[src/rtl/mem_request_arbiter.sv]
// Round-robin arbiter merging PORTS request channels onto one memory port,
// with optional burst locking and id-tagged response routing back to ports.
//
// Ports (flattened channel bundles, index p = requester):
//   clk, rst                  clock and synchronous active-high reset
//   req_in_*  [PORTS]         requester request channels (valid/ready, payload)
//   req_out_*                 merged registered request, id = {port, req id}
//   rsp_in_*                  memory responses, id upper bits select the port
//   rsp_out_* [PORTS]         per-requester registered responses
module mem_request_arbiter #(
   parameter  int PORTS        = 2,
   parameter  int DATA_WIDTH   = 32,
   parameter  int ADDR_WIDTH   = 10,
   parameter  int ID_WIDTH     = 1,
   parameter  int LOCK_ON_LAST = 1,
   localparam int PORT_BITS    = (PORTS > 1) ? $clog2(PORTS) : 1,
   localparam int OUT_ID_WIDTH = ID_WIDTH + PORT_BITS
) (
   input  logic                                  clk,
   input  logic                                  rst,

   input  logic [PORTS-1:0]                      req_in_valid,
   output logic [PORTS-1:0]                      req_in_ready,
   input  logic [PORTS-1:0]                      req_in_read_enable,
   input  logic [PORTS-1:0]                      req_in_write_enable,
   input  logic [PORTS-1:0][ADDR_WIDTH-1:0]      req_in_addr,
   input  logic [PORTS-1:0][DATA_WIDTH-1:0]      req_in_data,
   input  logic [PORTS-1:0]                      req_in_last,
   input  logic [PORTS-1:0][ID_WIDTH-1:0]        req_in_id,

   output logic                                  req_out_valid,
   input  logic                                  req_out_ready,
   output logic                                  req_out_read_enable,
   output logic                                  req_out_write_enable,
   output logic [ADDR_WIDTH-1:0]                 req_out_addr,
   output logic [DATA_WIDTH-1:0]                 req_out_data,
   output logic                                  req_out_last,
   output logic [OUT_ID_WIDTH-1:0]               req_out_id,

   input  logic                                  rsp_in_valid,
   output logic                                  rsp_in_ready,
   input  logic                                  rsp_in_read_enable,
   input  logic                                  rsp_in_write_enable,
   input  logic [ADDR_WIDTH-1:0]                 rsp_in_addr,
   input  logic [DATA_WIDTH-1:0]                 rsp_in_data,
   input  logic                                  rsp_in_last,
   input  logic [OUT_ID_WIDTH-1:0]               rsp_in_id,

   output logic [PORTS-1:0]                      rsp_out_valid,
   input  logic [PORTS-1:0]                      rsp_out_ready,
   output logic [PORTS-1:0]                      rsp_out_read_enable,
   output logic [PORTS-1:0]                      rsp_out_write_enable,
   output logic [PORTS-1:0][ADDR_WIDTH-1:0]      rsp_out_addr,
   output logic [PORTS-1:0][DATA_WIDTH-1:0]      rsp_out_data,
   output logic [PORTS-1:0]                      rsp_out_last,
   output logic [PORTS-1:0][ID_WIDTH-1:0]        rsp_out_id
);

   logic [PORT_BITS-1:0] rr_ptr;
   logic [PORT_BITS-1:0] lock_port;
   logic                 locked;
   logic [PORT_BITS-1:0] grant;
   logic                 have_grant;
   logic                 load_ok;
   logic                 accept;
   logic [PORT_BITS-1:0] rr_next;

   assign load_ok = !req_out_valid || req_out_ready;

   // While locked the holder keeps the grant even with valid low, so no
   // other requester can slip into the middle of a burst.
   always_comb begin
      int idx;
      idx        = 0;
      grant      = lock_port;
      have_grant = locked;
      if (!locked) begin
         grant      = '0;
         have_grant = 1'b0;
         for (int k = 0; k < PORTS; k++) begin
            idx = int'(rr_ptr) + k;
            if (idx >= PORTS) idx = idx - PORTS;
            if (!have_grant && req_in_valid[idx]) begin
               have_grant = 1'b1;
               grant      = PORT_BITS'(idx);
            end
         end
      end
   end

   always_comb begin
      for (int i = 0; i < PORTS; i++) begin
         req_in_ready[i] = !rst && load_ok && have_grant && (int'(grant) == i);
      end
   end

   assign accept  = have_grant && req_in_valid[grant] && req_in_ready[grant];
   assign rr_next = (int'(grant) == PORTS - 1) ? '0 : grant + 1'b1;

   always_ff @(posedge clk) begin
      if (rst) begin
         req_out_valid <= 1'b0;
         rr_ptr        <= '0;
         locked        <= 1'b0;
         lock_port     <= '0;
      end else begin
         if (load_ok) req_out_valid <= accept;
         if (accept) begin
            req_out_read_enable  <= req_in_read_enable[grant];
            req_out_write_enable <= req_in_write_enable[grant];
            req_out_addr         <= req_in_addr[grant];
            req_out_data         <= req_in_data[grant];
            req_out_last         <= req_in_last[grant];
            req_out_id           <= {grant, req_in_id[grant]};
            if (req_in_last[grant] || LOCK_ON_LAST == 0) rr_ptr <= rr_next;
            if (req_in_last[grant]) begin
               locked <= 1'b0;
            end else if (LOCK_ON_LAST != 0) begin
               locked    <= 1'b1;
               lock_port <= grant;
            end
         end
      end
   end

   logic [PORT_BITS-1:0] rsp_sel;
   logic                 sel_free;
   logic                 rsp_take;

   assign rsp_sel = rsp_in_id[OUT_ID_WIDTH-1:ID_WIDTH];

   // Ids naming a port that does not exist fall through with sel_free=1
   // and are dropped, so the response channel can never wedge on them.
   always_comb begin
      sel_free = 1'b1;
      for (int p = 0; p < PORTS; p++) begin
         if (int'(rsp_sel) == p) sel_free = !rsp_out_valid[p] || rsp_out_ready[p];
      end
   end

   assign rsp_in_ready = !rst && sel_free;
   assign rsp_take     = rsp_in_valid && rsp_in_ready;

   always_ff @(posedge clk) begin
      for (int p = 0; p < PORTS; p++) begin
         if (rst) begin
            rsp_out_valid[p] <= 1'b0;
         end else if (!rsp_out_valid[p] || rsp_out_ready[p]) begin
            rsp_out_valid[p] <= rsp_take && (int'(rsp_sel) == p);
            if (rsp_take && (int'(rsp_sel) == p)) begin
               rsp_out_read_enable[p]  <= rsp_in_read_enable;
               rsp_out_write_enable[p] <= rsp_in_write_enable;
               rsp_out_addr[p]         <= rsp_in_addr;
               rsp_out_data[p]         <= rsp_in_data;
               rsp_out_last[p]         <= rsp_in_last;
               rsp_out_id[p]           <= rsp_in_id[ID_WIDTH-1:0];
            end
         end
      end
   end

endmodule

[config.mk]
export PLATFORM = sky130hd
export DESIGN_NAME = mem_request_arbiter
export DESIGN_NICKNAME = d
export VERILOG_FILES = /design/src/rtl/mem_request_arbiter.sv
export SDC_FILE = /design/constraint.sdc
export NUM_CORES = 1
export LEC_CHECK = 0
export CORE_MARGIN = 10
export CORE_UTILIZATION = 41
export CTS_CLUSTER_SIZE = 28
export DETAILED_ROUTE_END_ITERATION = 16
export PLACE_DENSITY_LB_ADDON = 0.1
export RECOVER_POWER = 50
export SLEW_MARGIN = 20
export SYNTH_ARGS = -nofsm -noshare
export SYNTH_HDL_FRONTEND = slang
export SYNTH_SLANG_ARGS = --single-unit
[constraint.sdc]
create_clock -name clk -period 19.5 [get_ports clk]
set_clock_uncertainty 0.05 [all_clocks]
set_input_delay 3.9 -clock clk [delete_from_list [all_inputs] [get_ports clk]]
set_output_delay 3.9 -clock clk [all_outputs]
set_load 0.05 [all_outputs]
Word level (Yosys, flattened, before mapping). Cells that the tools add are included. Widths: inputs -> output; s select.

Register bits after elaboration: 145. Input port bits: 147. Output and inout port bits: 145. Logic and storage cells: 97.

Add/subtract/negate cells: 4. $lt $le $gt $ge: 5. Mux-type cells: 36. Bitwise logic cells: 4. Reductions and logical operators: 24.

Operators with widths (number): $mux 32 (6); $lt 32x3->1 const B (2); $mux 1 (28); $mux 10 (2); $logic_and 1x1->1 (11); $reduce_and 2->1 (3); $reduce_and 3->1 (2); $logic_not 1->1 (5); $not 1->1 (4); $logic_or 1x1->1 (3); $sub 1x2->3 const B (1); $sub 2x2->3 const B (1); $add 1x1->2 const B (1); $ge 1x2->1 const B (1); $ge 2x2->1 const B (1); $lt 1x2->1 const B (1); $add 1x1->1 const B (1).

Depth between registers and ports, before layout.
Depth after elaboration: 18. Mapped depth: 7. Mapped depth without buffers: 5.

Worst setup path after synthesis. No wires, ideal clock.

Path type: in2reg. Start point: input port rsp_out_ready[0]. End point: register rsp_out_addr[0] (netlist bit) (enable). Setup time: 583 ps. Arrival: 8797 ps. Data required time: 18867 ps. Setup slack: 10070 ps. Cell stages on the path: 2. Path buffers: 0. Path through: nor2b_1 -> nor4b_1.

Cells in the longest elaborated chain, start to end: 6.

RTL lines: start, declared (line 50) `input logic [PORTS-1:0] rsp_out_ready,`; $logic_or 1x1->1 (*) (line 137, 148); $mux 1 (line 137) `if (int'(rsp_sel) == p) sel_free = !rsp_out_valid[p] || rsp_out_ready[p];`; $logic_and 1x1->1 (line 141) `assign rsp_in_ready = !rst && sel_free;`; $logic_and 1x1->1 (line 142) `assign rsp_take = rsp_in_valid && rsp_in_ready;`; $logic_and 1x1->1 (line 150) `if (rsp_take && (int'(rsp_sel) == p)) begin`; $reduce_and 3->1 (no source line) (*); end signal, assigned by index (line 153) `rsp_out_addr[p] <= rsp_in_addr;`; end, declared (line 53) `output logic [PORTS-1:0][ADDR_WIDTH-1:0] rsp_out_addr,`.

Every way passes the cells marked *; elsewhere a longest branch is shown, timed or not. A chain may end at the register's enable or synchronous reset.

Worst setup path after layout.
Start point: input port req_in_valid[1]. End point: output port req_in_ready[0].

Cells in the longest elaborated chain, start to end: 11. Elaborated cells between the ends (all ways): 18. Classes of those cells: 13 x mux; 1 x bitwise; 4 x reduce/logical.

RTL lines: start, declared (line 22) `input logic [PORTS-1:0] req_in_valid,`; $mux 1 (implied by the code) (3 in series) (line 83) `if (!have_grant && req_in_valid[idx]) begin`; $mux 1 (line 83); $mux 1 (line 77) `if (!locked) begin`; $logic_not 1->1 (line 83); $logic_and 1x1->1 (line 83); $mux 1 (line 83); $mux 1 (line 77); $logic_and 1x1->1 or $not 1->1 (tied branches) (line 93) `req_in_ready[i] = !rst && load_ok && have_grant && (int'(grant) == i);`; $logic_and 1x1->1 (*) (line 93); end, declared (line 23) `output logic [PORTS-1:0] req_in_ready,`.

Every way passes the cells marked *; elsewhere a longest branch is shown, timed or not. The select of a mux whose other input is x is not followed.

==> key figures <==
Route
  • Remaining routing DRC violations: 0
  • Routed WL: approximately 17000 um
  • Via/cell ratio: between 4 and 5
  • Via count: between 3000 and 4000
  • WL/cell: a little over 20 um
  • Drt first pass iters: 5
  • Drt initial violations: about 290
  • Detail Route Antenna Nets: 0

Setup path
  • WP buf/inv: 3
  • CP top delay family: buffers and inverters
  • Reg2reg start: rsp_out_valid[0]
  • R2R setup slack: 16370 ps
  • CP Cell Sequence: dlygate4sd3_1, nor2b_1, a21oi_4, inv_1, nor2_1, clkdlybuf4s50_1
  • Startpoint types: input port
  • CP Capture Type: primary output
  • CP Max Fanout: 50
  • Reg2reg path depth: 3
  • Largest stage delay, worst path: ~1100 ps
  • Worst Path Required: approximately 16000 ps
  • WS Path Type: input port to primary output
  • Slowest cell on crit path: inv_1
  • Worst reg2reg endpoint: rsp_out_addr[1]
  • Arr. time, crit path: between 6000 and 7000 ps

Floorplanning
  • Num rows: 40
  • Die area: around 17000 um^2
  • Ports: slightly below 300
  • CORE AREA: 12100 um^2
  • Die width: around 130 um
  • Starting Density: between 40% and 50%
  • Die H: roughly 130 um

Min path
  • HP Class: register to register
  • Hold Path Cell Cnt: 2
  • Worst hold endpoint: lock_port
  • Min-delay src: lock_port

Pwr
  • Pleak: between 3 and 4 nW
  • Peak supply drop: ~0.047 mV
  • Pwr Density: between 90 and 100 nW/um^2

Clocking
  • CTS tree: built
  • Post-CTS resize count: 0
  • Worst skew pair latency: about 400 ps
  • Clock-pin slew of the registers on the worst-case setup and hold paths: roughly 60 ps
  • H-tree levels: 4
  • CTS sink cnt: between 100 and 150
  • CTS root buf: clkbuf_16
  • CTS Buf Count: 17
  • CTS max path bufs: 2
  • Setup bufs post-CTS: 0
  • Hold-fix buffers, CTS: 0

Logic synthesis
  • Synth cell types: 28
  • Mean Syn Cell Area: around 16 um^2
  • Synth top area cells: edfxtp_1 (82%), nand2_1 (10%), dfxtp_1 (2.4%), buf_2 (0.49%), clkbuf_1 (0.37%)
  • Sequential share of the synthesized area: a little over four fifths
  • Synth Register Bits: ~150
  • Area share of the largest cell type after synthesis: between 80 and 90%
  • Synth area leader: edfxtp_1
  • Post-Syn Area: 5080 um^2
  • Net count after synthesis: roughly 470
  • Warnings, synthesis: 0
  • Cells after synthesis: between 300 and 400

Placed design
  • Post-DP HPWL: around 13000 um
  • Gpl congestion: about 0.76
  • Placed cell count: ~780
  • Port-buffer cells: ~290

Layout
  • Filler instances: 836
  • Area growth from synthesis to layout: 73.9%
  • Fin cells: between 800 and 900
  • # nets final: 776
  • Layout cells sized above 1: under 10%

Timing
  • Max-slew violations: just under 100
  • Max Fclk: slightly above 90 MHz
  • Hold Fails Final Rpt: 0
  • Worst-margin pin slew: 2650 ps
  • RSZ-0062 raised after global routing: no
  • Post-layout min period: about 11000 ps
  • Setup TNS: 0 ps
  • Final period util: 55.7%
  • Slew Limit Headroom: -76.6%
  • # setup viols final: 0

Global route
  • Largest net degree at the start of global routing: 51
  • GRT Overall Usage: approximately a fifth
  • Vias in the first global route: a little under 4000
  • Initial antenna violation count: 1
  • Total grt overflow: 0
  • First-pass GRT wire length: roughly 24000 um

Status
  • Outcome: complete, but fails checks
  • Failing checks: max-capacitance violations, max-slew violations

Flow run
  • # Max-Cap Violations: 2
-- layout by cell type, fill, tap and decap left out, types with 2 or more instances in the layout --
cell type,n
a211oi_1,2
clkinvlp_4,2
inv_6,4
nand2b_1,2
clkdlybuf4s50_1,211
dfxtp_1,6
diode_2,2
bufinv_16,4
nand2_1,137
dlygate4sd3_1,80
nor2_1,5
clkbuf_16,17
clkbuf_1,2
a21oi_1,2
clkinv_4,2
nor2b_1,3
edfxtp_1,139
inv_1,3
-- sequential cells by signal (all words and copies together) (netlist names), 2 cells and up --
signal / count
req_out_addr: 10
req_out_data: 32
req_out_id: 2
rsp_out_addr: 20
rsp_out_data: 64
rsp_out_id: 2
rsp_out_last: 2
rsp_out_read_enable: 2
rsp_out_valid: 2
rsp_out_write_enable: 2
-- cell families (layout without fill, tap and decap cells) --
| group | count (synthesis) | in the layout | synth area share [%] |
|---|---|---|---|
| other | 0 | 2 | 0 |
| buffers and inverters | 14 | 330 | 1.18 |
| muxes | 1 | 1 | 0.197 |
| and+or+nand+nor | 152 | 152 | 11.8 |
| DFF | 145 | 145 | 84.5 |
| AOI/OAI and AO/OA | 14 | 14 | 2.27 |
-- worst register-to-register path, delay by kind of cell (launching register included) --
kind	cells	cell delay, ps
buffers and inverters	1	1900
and+or+nand+nor	2	390
DFF	1	300
-- through the flow --
step	area (um^2)	hold WS, ps	setup slack [ps]	util [%]	power [mW]
4_1_cts	8840	480	9260	73.3	0.863
6_report	8830	481	8640	73.2	0.852
3_5_place_dp	8210	469	9280	68.1	0.520
3_3_place_gp	8190	449	9330	67.9	0.517
5_1_grt	8830	510	8560	73.2	0.882
2_1_floorplan	5080	422	10070	-	0.451
-- per-layer routing --
metal  GRT usage (%)  share of wire, %
met1            19.3                37
met2            31.8                51
met3            10.5                12
met4            5.93               1.0
met5               0                 0
-- cell type report --
| class | count | area [um^2] | share of cell area, % |
|---|---|---|---|
| flip-flops and latches | 145 | 4290 | 48.6 |
| diodes | 2 | 5.00 | 0.0566 |
| clock buffers | 18 | 429 | 4.86 |
| well taps | 168 | 210 | 2.38 |
| multi-input cells | 167 | 733 | 8.30 |
| clock inverters | 14 | 203 | 2.29 |
| inverters | 4 | 16.3 | 0.184 |
| repair buffers | 294 | 2940 | 33.3 |
-- power breakdown --
part	switching [mW]	total, mW	internal, mW
clock network	0.125	0.342	0.217
logic	0.0887	0.143	0.0539
registers	0.00452	0.367	0.363
total	0.219	0.852	0.633
-- synthesized netlist by cell type, drive strengths merged --
master	instances
o32ai	1
nand2b	2
a2111o	1
mux2i	1
nor2b	3
a21o	2
nor2	5
o21ai	1
a21oi	4
and4	1
or3	1
a211oi	2
edfxtp	139
nor3	1
a311oi	1
nand2	137
a31o	1
dfxtp	6
o21a	1
inv	3
nor4b	1
buf	5
clkbuf	5
and2	1
clkinv	1
-- how the worst max path moves through the flow --
stage	cells past startpoint	slack (ps)	to	startpoint
after CTS	6	9260	req_in_ready[0]	req_in_valid[1]
after floorplan	2	10070	rsp_out_addr[0]	rsp_out_ready[0]
after global placement	6	9330	req_in_ready[0]	req_in_valid[1]
after global routing	6	8560	req_in_ready[0]	req_in_valid[1]
after detailed placement	6	9280	req_in_ready[0]	req_in_valid[1]
final	6	8640	req_in_ready[0]	req_in_valid[1]
Note: power is estimated with default switching activity, not from simulation.
